## config.mk

```make
export PLATFORM = sky130hd
export DESIGN_NAME = ofifo_pmem_acc
export DESIGN_NICKNAME = d
export VERILOG_FILES = /design/src/rtl/ofifo_pmem_acc.sv
export SDC_FILE = /design/constraint.sdc
export NUM_CORES = 1
export LEC_CHECK = 0
export CAP_MARGIN = 20
export CORE_ASPECT_RATIO = 2
export CORE_MARGIN = 2
export CORE_UTILIZATION = 55
export CTS_BUF_LIST = sky130_fd_sc_hd__clkbuf_8
export CTS_CLUSTER_DIAMETER = 100
export DETAILED_ROUTE_END_ITERATION = 12
export GPL_ROUTABILITY_DRIVEN = 0
export PLACE_DENSITY = 0.87
export SYNTH_ARGS = -nofsm -noshare
export SYNTH_HDL_FRONTEND = slang
export SYNTH_SLANG_ARGS = --single-unit
```

## constraint.sdc

```tcl
create_clock -name clk -period 9.9 [get_ports clk]
set_clock_uncertainty 0.1 [all_clocks]
set_input_delay 1.98 -clock clk [delete_from_list [all_inputs] [get_ports clk]]
set_output_delay 1.98 -clock clk [all_outputs]
set_load 0.05 [all_outputs]
```

## src/rtl/ofifo_pmem_acc.sv

```systemverilog
// ofifo_pmem_acc
// Drains one kernel-position pass of partial-sum rows from the output FIFO
// and read-modify-writes them into the OP SRAM (PMEM). Over the 9 kij passes
// PMEM ends up holding the final convolution sums. The first pass (kij == 0)
// skips the PMEM read, which initialises the accumulation region.
//
// Ports
//   clk, reset            : clock, synchronous active-high reset
//   start, kij            : begin a pass (accepted only in IDLE), pass index
//   busy, done            : not-IDLE flag, one-cycle pass-complete pulse
//   ofifo_valid/out/rd    : FIFO head handshake; rd pops the head at the edge
//   pmem_q                : SRAM read data, valid one cycle after the read
//   pmem_d/addr/cen/wen   : SRAM write data, address, active-low enables
//
// state   | meaning
// --------+---------------------------------------------------------------
// S_IDLE  | waiting for start
// S_FETCH | pop FIFO row into hold, issue PMEM read of the row (kij != 0)
// S_SUM   | lane-wise add of hold and PMEM read data into sum_r
// S_WRITE | write sum_r back to the row address, advance or finish
// S_DONE  | one-cycle done pulse, back to IDLE
module ofifo_pmem_acc #(
    parameter int col      = 8,
    parameter int psum_bw  = 16,
    parameter int addr_bw  = 9,
    parameter int n_out    = 36,
    parameter int out_base = 0
) (
    input  logic                     clk,
    input  logic                     reset,
    input  logic                     start,
    input  logic [3:0]               kij,
    output logic                     busy,
    output logic                     done,
    input  logic                     ofifo_valid,
    input  logic [col*psum_bw-1:0]   ofifo_out,
    output logic                     ofifo_rd,
    input  logic [col*psum_bw-1:0]   pmem_q,
    output logic [col*psum_bw-1:0]   pmem_d,
    output logic [addr_bw-1:0]       pmem_addr,
    output logic                     pmem_cen,
    output logic                     pmem_wen
);

    localparam int ROW_W = col * psum_bw;
    localparam int IDX_W = (n_out > 1) ? $clog2(n_out) : 1;
    localparam logic [IDX_W-1:0] IDX_LAST = IDX_W'(n_out - 1);

    typedef enum logic [2:0] {
        S_IDLE,
        S_FETCH,
        S_SUM,
        S_WRITE,
        S_DONE
    } state_t;

    state_t             r_state;
    state_t             w_state_nxt;
    logic [IDX_W-1:0]   r_idx;
    logic [3:0]         r_kij_l;
    logic [ROW_W-1:0]   r_hold;
    logic [ROW_W-1:0]   r_sum;
    logic [ROW_W-1:0]   w_sum;
    logic [addr_bw-1:0] w_row_addr;
    logic               w_accum;

    assign w_accum    = (r_kij_l != 4'd0);
    // Address wraps modulo 2^addr_bw by truncation.
    assign w_row_addr = addr_bw'(out_base) + addr_bw'(r_idx);
    assign pmem_d     = r_sum;

    always_ff @(posedge clk) begin
        if (reset) begin
            r_state <= S_IDLE;
        end else begin
            r_state <= w_state_nxt;
        end
    end

    always_comb begin
        w_state_nxt = r_state;
        busy        = 1'b1;
        done        = 1'b0;
        ofifo_rd    = 1'b0;
        pmem_cen    = 1'b1;
        pmem_wen    = 1'b1;
        pmem_addr   = '0;
        case (r_state)
            S_IDLE: begin
                busy = 1'b0;
                if (start) begin
                    w_state_nxt = S_FETCH;
                end
            end
            S_FETCH: begin
                if (ofifo_valid) begin
                    ofifo_rd = 1'b1;
                    if (w_accum) begin
                        pmem_cen  = 1'b0;
                        pmem_addr = w_row_addr;
                    end
                    w_state_nxt = S_SUM;
                end
            end
            S_SUM: begin
                w_state_nxt = S_WRITE;
            end
            S_WRITE: begin
                pmem_cen    = 1'b0;
                pmem_wen    = 1'b0;
                pmem_addr   = w_row_addr;
                w_state_nxt = (r_idx == IDX_LAST) ? S_DONE : S_FETCH;
            end
            S_DONE: begin
                done        = 1'b1;
                w_state_nxt = S_IDLE;
            end
            default: begin
                w_state_nxt = S_IDLE;
            end
        endcase
    end

    // Independent wrapping adds per lane; the first pass ignores stale PMEM.
    always_comb begin
        w_sum = '0;
        for (int i = 0; i < col; i++) begin
            w_sum[i*psum_bw +: psum_bw] = r_hold[i*psum_bw +: psum_bw]
                + (w_accum ? pmem_q[i*psum_bw +: psum_bw] : {psum_bw{1'b0}});
        end
    end

    always_ff @(posedge clk) begin
        if (reset) begin
            r_idx   <= '0;
            r_kij_l <= '0;
            r_hold  <= '0;
            r_sum   <= '0;
        end else begin
            case (r_state)
                S_IDLE: begin
                    if (start) begin
                        r_idx   <= '0;
                        r_kij_l <= kij;
                    end
                end
                S_FETCH: begin
                    if (ofifo_valid) begin
                        r_hold <= ofifo_out;
                    end
                end
                S_SUM: begin
                    r_sum <= w_sum;
                end
                S_WRITE: begin
                    if (r_idx != IDX_LAST) begin
                        r_idx <= r_idx + 1'b1;
                    end
                end
                S_DONE: begin
                    r_idx <= '0;
                end
                default: ;
            endcase
        end
    end

endmodule
```

## Yosys cells after proc, flatten, opt, wreduce, memory -nomap -nowiden

Index checks and enable logic that the tools add are counted.

- Register bits after elaboration: 269
- Output and inout bits: 142
- Word-level logic and storage cells: 56

- $add $sub $neg: 9
- Equality and inequality tests: 9
- Muxes and demuxes: 26
- Reduce and logical (&&, ||, !) cells: 7

Operators by type and width:

| kind | count |
|---|---|
| adder 16 bit | 8 |
| two-way mux 16 bit | 8 |
| two-way mux 6 bit | 4 |
| case mux 6 bit (3 select lines) | 1 |
| case mux 3 bit (4 select lines) | 1 |
| case mux 6 bit (2 select lines) | 1 |
| two-way mux 3 bit | 3 |
| two-way mux 1 bit | 7 |
| adder 6 x 1 -> 6 bit, second input constant | 1 |
| equality test 3 x 2 -> 1 bit, second input constant | 2 |
| equality test 6 bit, second input constant | 1 |
| != test 2 bit, second input constant | 3 |
| != test 6 bit, second input constant | 1 |
| AND reduction 2 bit | 3 |
| nonzero test 4 bit | 1 |
| equality test 3 x 1 -> 1 bit, second input constant | 1 |
| equality test 3 bit, second input constant | 1 |
| zero test 3 bit | 1 |
| AND reduction 3 bit | 1 |
| nonzero test 3 bit | 1 |
| case mux 1 bit (2 select lines) | 1 |

## Depth between registers and ports, before layout

Gate-level depths: netlist of the first run.

- Word-level depth: 4
- Depth in mapped cells: 13
- Depth with buffers taken out: 10

## Least setup slack after synthesis of the first run

No wires, ideal clock.

- Kind: input to output
- Start: input ofifo_valid
- End: output pmem_addr[0]
- Data arrival time: 3.220 ns
- Required time: 7.820 ns
- Path slack: 4.600 ns
- Cell stages on the path: 4
- Cell sequence: a21oi_1 nor2b_1 inv_1 nor2_1

- Cells in the longest elaborated chain, start to end: 2

RTL lines:

| element | RTL line | RTL |
|---|---|---|
| start: declaration | 35 | `input logic ofifo_valid,` |
| two-way mux 6 bit | 96 | `if (ofifo_valid) begin` |
| case mux 6 bit (2 select lines) | 88 | `case (r_state)` |
| end: declaration | 40 | `output logic [addr_bw-1:0] pmem_addr,` |

No other way between the ends.

## Worst setup path after layout of the first run

- Start: input ofifo_valid
- End: output ofifo_rd

- Cells in the longest elaborated chain, start to end: 2

RTL lines:

| element | RTL line | RTL |
|---|---|---|
| two-way mux 1 bit | 96 |  |
| two-way mux 1 bit | 88 |  |
| end: declaration | 37 | `output logic ofifo_rd,` |

No other way between the ends.

==> summary by stage, run 1 <==
Status
The flow ran to the end, and the final reports show no timing, DRC or antenna violations.

Global routing
The number of antenna violations at the first check in global routing is 6. The via count of the first global-routing pass is 16976. The overall routing resource usage is 0.340. The first global-routing pass estimated 84700 um of wire. The residual overflow from global routing is 0. Entering global routing, the biggest net connects 100 pins.

CTS
The buffer levels on the longest clock path is 3. The CTS tree is done. The clock sink count is 269.

The number of gates resized after CTS is 0. The insertion delay to the later sink of the worst-skew pair is 0.58 ns. In this run, post-CTS hold repair placed 0 buffers.

The number of setup buffers added after CTS is 0. The clock-pin transition on the worst setup and hold timing paths is 0.07 ns. The tree is rooted in a clkbuf_8. The total CTS buffers is 41. CTS built an H-tree with a depth of 2.

Floorplan
The initial standard-cell utilization of the core is 0.556. The vertical extent of the die is 245 um. The total number of placement rows is 88. The die covers 30500 um2. The number of top-level pins is 406.

The floorplan step defined a core boundary enclosing 28700 um2. In this run the horizontal extent of the chip is 124 um.

Drt
After detailed routing, the total wire length is 54200 um. The first routing iteration left 1318 violations. Dividing the detail-routed wire length by the instance count gives 19.4 um. The first detailed-routing pass ran for 5 iterations. In the routed design, unresolved DRC markers number 0. After detailed routing, the number of vias per cell comes to 6.07. In this run the remaining antenna-violating nets after routing total 0. The vias after detailed routing is 16934.

Timing
Static timing analysis puts the maximum clock frequency at 0.149 GHz. The count of endpoints failing hold in the final timing report is 0. Headroom to the max-slew limit came out at 0.267. The count of pins over their slew limit came to 0. The fraction of the cycle the final worst path needs is 0.679. The final setup slack of the worst path is 3.18 ns. The minimum clock period after layout is 6.72 ns. Setup violations remaining at the end of the flow were counted as 0. Hold is met by 0.354 ns. The transition time of the tightest slew-check pin is 1.10 ns.

Setup total negative slack on the finished layout was measured at 0 ns. Setup repair after global routing left no endpoint under its margin.

Min path
The beginning of the worst hold path is pmem_d[58]. The worst hold path was traced through 2 stages. The worst hold path terminates at pmem_d[58].

The worst hold path belongs to the class register to register.

Critical path
Counting stages on the worst path, the most repeated cell is clkdlybuf4s50_1. The slowest stage cell on the critical path is clkdlybuf4s50_1. The launching instance or port of the critical path is ofifo_valid. In this run the critical register-to-register path is captured at pmem_d[46]. The critical path contains buffers and inverters numbering 3 combined. The largest fanout on the critical path is 49.

On the worst path, the slowest cell contributes a delay of 0.94 ns. The reg2reg setup slack is 5.88 ns. The cell depth of the worst setup path is 5. STA puts the critical path data required time at 7.82 ns. The worst setup path is of the input port to output port kind. The largest delay contributor family on the critical path is buffers and inverters. STA classifies the critical path startpoint as an input port. The worst register-to-register path begins at r_kij_l[3].

Data arrives at the worst endpoint at 4.64 ns. The number of cells on the worst reg-to-reg path is 10. The critical path goes through clkdlybuf4s50_1, nor2b_1, nand2_4, inv_4, clkdlybuf4s50_1. The endpoint class of the critical path is an output port.

Layout
The total number of nets in the final design is 2786. Leaving out fill and tap cells, the most frequent cell in the layout is nand2_1. The finished layout holds 2788 standard cells, fillers aside. The share of layout cells above drive strength 1 is 0.0429. In the layout the commonest cells are nand2_1, clkdlybuf4s50_1, a21oi_1.

The number of fill cells in the layout is 2157. The area growth from synthesis to layout is 31.1%.

Placement
The number of I/O port buffers is 402. The HPWL after detailed placement is 38600 um. The setup slack after placement is 3.16 ns. The number of placed instances, taps included is 2709.

Yosys
The main combinational cell family by area after synthesis is simple AND/OR/NAND/NOR gates. The synthesized-area fraction occupied by ao, oa, aoi and oai cells is 0.218. The post-synthesis sequential area ratio is 0.337. Of all cell types, the one taking the most synthesized area is dfxtp_1. The number of different library cells used by synthesis comes to 78. The count of state elements after synthesis is 269. Of the total synthesized cell area, the portion taken by XOR and XNOR cells is 0.0389.

The synthesized-area fraction occupied by adder cells is 0.105. The post-synth design cell area is 16000 um2. Of the total synthesized cell area, the portion taken by AND, OR, NAND and NOR gates is 0.256. The synthesized netlist cell count is 2054. Yosys mapped a number of flops with a built-in enable equal to 0. The total of warnings raised by yosys is 0.

The synthesized area divided by synthesized cell count is 7.77 um2. The main flop type after synthesis is dfxtp_1. The top cell type's share of synthesized area is 0.337. Of the post-synthesis cell area, the part taken by muxes is 0.00627. The async set-reset flop share out of synthesis is 0.

By area the synthesized netlist is led by dfxtp_1, nand2_1, ha_1.

Pwr
The post-layout total power is 2.84 mW. The largest voltage drop on the vdd net is 0.000114 V. Summed over all cells, the static leakage comes to 8.42 nW. In this run the power density over the cells is 136 nW/um2.

Flow run
Across the run, the number of max-cap violations was 0.
[metrics by stage]
step / cell area [um2] / utilization
final: 20900 / 0.728
after global routing: 20900 / 0.728
after global placement: 20100 / 0.698
after CTS: 20900 / 0.727
after detailed placement: 20100 / 0.698
after floorplan: 16000 / -
[worst min-delay path: cells and delay by family, from the launching register on]
| kind | cells | cell delay (ns) |
|---|---|---|
| AND/OR/NAND/NOR | 1 | 0.04 |
| AO/OA/AOI/OAI | 1 | 0.06 |
| flip-flops | 1 | 0.32 |
[power by group]
group | switching (mW) | internal, mW
logic | 0.429 | 0.300
clock network | 0.450 | 0.501
registers | 0.0298 | 1.13
[flip-flops by register name, indices dropped and copies added (netlist names)]
register / cells
r_hold: 128
r_kij_l: 4
r_idx: 6
r_state: 3
pmem_d: 128
[per-layer routing]
layer,vias to the layer above,share of wire,track usage,routed length (um)
li1,7900,-,-,-
met1,7959,0.34,0.341,18400
met2,821,0.52,0.626,28000
met3,254,0.059,0.0501,3220
met4,0,0.085,0.262,4610
met5,-,0,0,0
[Yosys cell counts, types with 12 or more instances]
cell        n
and2_1    132
nor2_1     62
inv_1      25
o211ai_1   12
or4_1      13
a31oi_1    17
o21bai_1   14
nand4_1    31
o21a_1     13
nor3_1     22
a21oi_1   287
nand2_1   473
xor2_1     25
ha_1      121
buf_2      25
clkbuf_1   77
nand3_1    48
o21ai_0    61
a21o_1     52
xnor2_1    46
or3_1      14
dfxtp_1   269
nor2b_1    12
a211oi_1   15
and3_1     28
[cell families (layout without fill, tap and decap cells)]
kind of cell	Yosys count	after routing
AOI/OAI and AO/OA	560	560
xor gates and xnor gates	71	71
adders and majority gates	129	129
buffers and inverters	145	511
DFF	269	269
muxes	10	10
other	1	9
and+or+nand+nor	869	869
[how the worst max path moves through the flow]
stage               slack (ns)           end
detailed placement        3.16      ofifo_rd
floorplan                 4.60  pmem_addr[0]
finish                    3.18      ofifo_rd
global route              3.03      ofifo_rd
CTS                       3.14      ofifo_rd
global placement          3.17      ofifo_rd
[final cells by class]
class                      count  area, um2  share of cell area
antenna                        6       15.0            0.000717
clock buffer                  56        771              0.0368
clock inverter                16       67.6             0.00323
inverter                      25       96.3             0.00460
multi-input combinational   1642      10000               0.478
sequential                   269       5390               0.257
tap                          360        450              0.0215
timing repair buffer         414       4140               0.198
Power figures use the tool's default switching activity.
==> inputs of run 2 (changes only) <==
CORE_UTILIZATION = 51   (was 55)
PLACE_DENSITY = 0.82   (was 0.87)
clock period = 6.7 ns   (was 9.9 ns; I/O delays follow)
==> run 2 against run 1 <==
Net effect:
- via count fell by 1.7%
- die area rose by 7.6%
- hold slack got worse by 0.0034 ns
- critical path type unchanged
- first-iteration DRC count fell by 26%
- routed wire length barely moved
- final area rose by 0.39%
- setup slack got worse by 1.1 ns
- final cell count rose by 2.2%
==> summary by stage, run 2 (synthesis results as in run 1) <==
Status
The run finished with clean final reports.

Layout
The share of layout cells above drive strength 1 is 0.0446. The final design utilization is 0.681. The library cells used most frequently in the layout, excluding fill and tap cells, are nand2_1, clkdlybuf4s50_1, a21oi_1. The total number of nets in the final design is 2786.

Counting the fill cells in the layout gives 2532. The library cell used most frequently in the layout, excluding fill and tap cells, is nand2_1. The area used by sequential logic in the layout is 5390 um2. In the final layout, the multi-input gates occupy 10000 um2. Relative to the synthesized area, the layout overhead comes to 31.6%.

Pwr
For this design the ratio of total power to cell area is 201 nW/um2. For this design the static power due to leakage is 8.42 nW. The largest voltage drop on the vdd net is 0.000167 V.

Timing
Setup violations remaining at the end of the flow were counted as 0. Setup repair after global routing left no endpoint under its margin. The tightest hold path in the finished design has a slack of 0.351 ns. The routed design could run at a clock period as short as 4.61 ns. The count of pins over their slew limit was 0. The count of endpoints failing hold in the final timing report is 0. For this run, the top clock speed supported by timing is 0.217 GHz. The fraction of the cycle the final worst path needs is 0.688. The transition time of the tightest slew-check pin is 1.11 ns. The relative slew slack is 0.262. The summed negative setup slack over all endpoints is 0 ns.

Global routing
The number of antenna violations at the first check in global routing is 7. The via count of the first global-routing pass is 16525. Entering global routing, the biggest net connects 103 pins. The wire length of the first global-routing pass is 83100 um. The overall routing resource usage is 0.318. Global routing finished with a remaining overflow of 0.

Floorplan
The number of top-level pins is 406. The floorplan has 91 rows. The die covers 32800 um2.

Measured along the x axis, the die boundary spans 129 um. The die is 254 um tall. The initial standard-cell utilization of the core is 0.517.

The placeable core region is 30900 um2.

Placement
The number of I/O port buffers is 402. Once detailed placement completed, the half-perimeter wirelength came to 38900 um.

Critical path
The largest fanout on the critical path is 6. For the worst setup path, the data required time is 5.26 ns. The kind of start point of the critical path is an input port. Tracing the worst setup path back leads to its startpoint at ofifo_valid. STA puts the critical path data arrival time at 3.17 ns.

The launch point of the worst reg-to-reg path is r_kij_l[3]. The endpoint class of the critical path is an output port. The critical path class is input port to output port.

CTS
The number of hold buffers added after cts is 0. Buffers added to address setup during post-CTS repair amount to 0. The longest clock path from root to sink contains 3 buffers. The number of levels the H-tree was split into is 2. The total CTS buffers is 41. The root buffer cell chosen for the clock tree is clkbuf_8. At the later pin of the worst-skew pair, clock insertion delay measures 0.57 ns. The tree built by TritonCTS fans out to 269 sinks. The CTS tree is done. Once the clock tree was built, the resizer swapped 0 gates to a different size. The clock-pin transition on the worst setup and hold timing paths is 0.07 ns.

Drt
The via density per instance is 5.84. The post-detailed-route wirelength per cell is 19.0 um. After detailed routing, the number of remaining DRC violations is 0.

In this run the remaining antenna-violating nets after routing total 0. The first detailed-routing pass took 6 iterations. The count of routing violations after the opening detailed-route iteration is 979. Detailed routing inserted a total of 16646 vias. The routed design has 54200 um of wire.

Min path
The beginning of the worst hold path is pmem_d[103]. The worst hold path belongs to the class register to register.

Flow run
The number of maximum-capacitance constraint violations is 0.
-- run 2: changes by cell type in the layout (fill, tap and decap cells not counted), moves of 2 or more --
cell	delta
inv_1	-2
clkbuf_8	-2
diode_2	+2
clkinv_2	+4
-- run 2: where the power goes --
group	internal, mW	leakage [nW]	total [mW]	switching [mW]
logic	0.441	5.75	1.07	0.630
registers	1.67	2.18	1.71	0.0419
clock network	0.763	0.487	1.45	0.687
total	2.87	8.42	4.23	1.36
-- run 2: final timing paths --
check	to	depth (start not counted)	slack (ns)
worst min register to register	pmem_d[103]	2	0.35
worst max register to register	pmem_d[76]	11	2.39
worst min-delay path	pmem_d[103]	2	0.35
worst max-delay path	pmem_addr[0]	6	2.09
-- run 2: worst max-delay path, stage by stage --
cell,delay (ns)
clkdlybuf4s50_1,0.48
a21oi_1,0.06
nor2b_1,0.29
inv_1,0.10
nor2_1,0.10
clkdlybuf4s50_1,0.81
-- run 2: per-stage QoR --
step	instances	instance area, um2	worst slack [ns]	total power [mW]
2_1_floorplan	2056	16000	2.68	2.40
5_1_grt	2849	21000	1.99	4.40
3_3_place_gp	2768	20100	2.13	2.77
6_report	2850	21000	2.09	4.23
4_1_cts	2842	21000	2.10	4.24
3_5_place_dp	2768	20100	2.11	2.80
-- run 2: final cells by class --
class                      instances  share of cell area
tap                              418              0.0249
clock buffer                      54              0.0354
sequential                       269               0.256
multi-input combinational       1642               0.477
antenna                            8            0.000953
clock inverter                    20             0.00566
inverter                          25             0.00458
timing repair buffer             414               0.196
-- run 2: metal layers --
layer | wire [um] | vias to the layer above | global-route usage
li1 | - | 7905 | -
met1 | 18300 | 7795 | 0.307
met2 | 28600 | 709 | 0.588
met3 | 3140 | 237 | 0.0573
met4 | 4210 | 0 | 0.234
met5 | 0 | - | 0
==> inputs of run 3 (changes only) <==
CORE_UTILIZATION = 46   (was 51)
PLACE_DENSITY = 0.78   (was 0.82)
clock period = 4.1 ns   (was 6.7 ns; I/O delays follow)
==> run 3 against run 2 <==
Net effect:
- setup slack got worse by 1.7 ns
- non-clock buffer count down 2
- hold slack worse by 0.0015 ns
- largest cell class unchanged
- largest power group unchanged
- sequential share of layout area shrank 0.12 points
- global-route usage shrank 2.5 points
- power rose by 64%
- clock-buffer cell count fell by 2
- core utilization fell by 6.4 points
- critical path depth rose by 5
- final area grew 0.48%
==> summary by stage, run 3 (synthesis results as in run 1) <==
Min path
The tightest min-delay check is of the register to register type.

Layout
In the layout the commonest cells are nand2_1, clkdlybuf4s50_1, a21oi_1. The most common cell after layout, fill and taps aside is nand2_1. The share of layout cells above drive strength 1 is 0.0425.

The total number of nets in the final design is 2784. The final standard cell count with taps included and fillers excluded is 2868. The number of fill cells in the layout is 3037. The area growth from synthesis to layout is 32.3%.

Timing
Setup slack on the critical path of the routed design comes to 0.381 ns. The transition time of the tightest slew-check pin is 0.896 ns. The maximum clock frequency is 0.269 GHz. The count of endpoints failing hold in the final timing report came to 0. The count of pins over their slew limit is 0. The fraction of the cycle the final worst path needs is 0.907. The total of endpoints with negative setup slack in the final report is 0. Setup repair after global routing left no endpoint under its margin. For the final routed database, the setup TNS stands at 0 ns. The minimum clock period after layout is 3.72 ns. Measured against its own limit, the worst slew margin works out to 0.401.

Drt
The via density per instance is 5.77. After detailed routing, the total wire length is 54800 um. The count of nets left with antenna violations once routing finished came out at 0.

The count of routing violations after the opening detailed-route iteration is 882. In the final routed layout, each cell accounts on average for 19.1 um. The vias after detailed routing is 16539. The number of remaining DRC errors is 0. For this run, the detailed router's first-pass iteration total came to 9.

Placement
Before CTS, the worst setup slack after placement is 0.428 ns. After detailed placement, the design holds a cell count of 2789. The HPWL after detailed placement is 39400 um. In this run the tool buffered the top-level ports with 402 buffer cells.

Floorplan
The number of top-level pins is 406. The vertical extent of the die is 267 um. In this run the standard cell core region covers 34200 um2. The overall die area is 36300 um2. The die is 136 um wide.

The initial standard-cell utilization of the core is 0.466. Row generation in the floorplan step produced 96 rows.

Critical path
At the worst endpoint, the arrival time is 4.07 ns. Data on the critical path is required at its endpoint by 4.45 ns. The kind of start point of the critical path is a register. The largest fanout on the critical path is 43.

STA classifies the critical path endpoint as a register. The critical path class is register to register.

Flow run
The number of maximum-capacitance constraint violations is 0.

Global routing
The number of antenna violations at the first check in global routing was 5. The first global-routing pass estimated 84500 um of wire. Entering global routing, the biggest net connects 163 pins.

The via count of the first global-routing pass is 16546. The overall routing resource usage is 0.293. For this run the aggregate overflow at the end of global routing stands at 0.

Pwr
The leakage power figure is 8.45 nW. The power per unit of standard cell area is 329 nW/um2. The worst-case IR drop observed on VDD is 0.000269 V.

CTS
In this run the number of H-tree levels came out at 2. The clock sink count is 269. The number of buffers added for setup after CTS is 0. The number of hold buffers added after cts is 0. The clock-pin transition on the worst setup and hold timing paths is 0.06 ns.

The buffer levels on the longest clock path is 3. The clock tree root driver cell is clkbuf_8. The number of gates resized after CTS is 0.

TritonCTS built the clock tree. Buffers inserted during clock tree synthesis total 41. At the later pin of the worst-skew pair, clock insertion delay measures 0.58 ns.

Status
The flow ran to the end, and the final reports show no timing, DRC or antenna violations.
[run 3: cell count changes in the layout (fill, tap and decap cells not counted), sizes merged]
cell / delta
buf: -1
bufinv: +1
clkbuf: -2
clkdlybuf4s50: -1
clkinv: -3
diode: -2
inv: +3
[run 3: final timing paths]
path / start / to / slack (ns) / cells after the start
setup reg to reg: r_kij_l[3] / pmem_d[94] / 0.38 / 11
setup / recovery: r_kij_l[3] / pmem_d[94] / 0.38 / 11
hold / removal: pmem_d[122] / pmem_d[122] / 0.35 / 2
hold reg to reg: pmem_d[122] / pmem_d[122] / 0.35 / 2
[run 3: worst max-delay path, cell delays in order, from the launching register on]
cell and delay (ns):
dfxtp_1 0.31, or4_4 0.71, buf_12 0.24, and2_1 0.18, ha_1 0.22, fa_1 0.45
a21o_1 0.22, a221oi_2 0.45, o211ai_2 0.18, a311oi_2 0.24, xnor2_1 0.10, a22o_1 0.20
[run 3: layout make-up]
| cell class | instances | area [um2] | area share |
|---|---|---|---|
| diodes | 6 | 15.0 | 0.000711 |
| clock buffers | 52 | 716 | 0.0339 |
| clock inverters | 21 | 141 | 0.00670 |
| inverters | 25 | 96.3 | 0.00456 |
| multi-input cells | 1642 | 10000 | 0.474 |
| flip-flops and latches | 269 | 5390 | 0.255 |
| well taps | 441 | 552 | 0.0261 |
| repair buffers | 412 | 4200 | 0.199 |
[run 3: power by group]
| part | switching, mW | internal [mW] |
|---|---|---|
| Sequential | 0.0718 | 2.72 |
| Combinational | 1.03 | 0.739 |
| Clock | 1.12 | 1.27 |
[run 3: routing by layer]
layer,GRT usage,share of wire
met1,0.281,0.33
met3,0.0509,0.061
met2,0.552,0.53
met4,0.205,0.075
met5,0,0
[run 3: per-stage QoR]
stage | hold slack [ns] | total power, mW | cell area, um2 | util
6_report | 0.349 | 6.95 | 21100 | 0.617
5_1_grt | 0.369 | 7.24 | 21100 | 0.617
4_1_cts | 0.353 | 6.97 | 21100 | 0.616
2_1_floorplan | 0.341 | 3.93 | 16000 | -
3_5_place_dp | 0.339 | 4.60 | 20200 | 0.591
3_3_place_gp | 0.335 | 4.56 | 20200 | 0.591
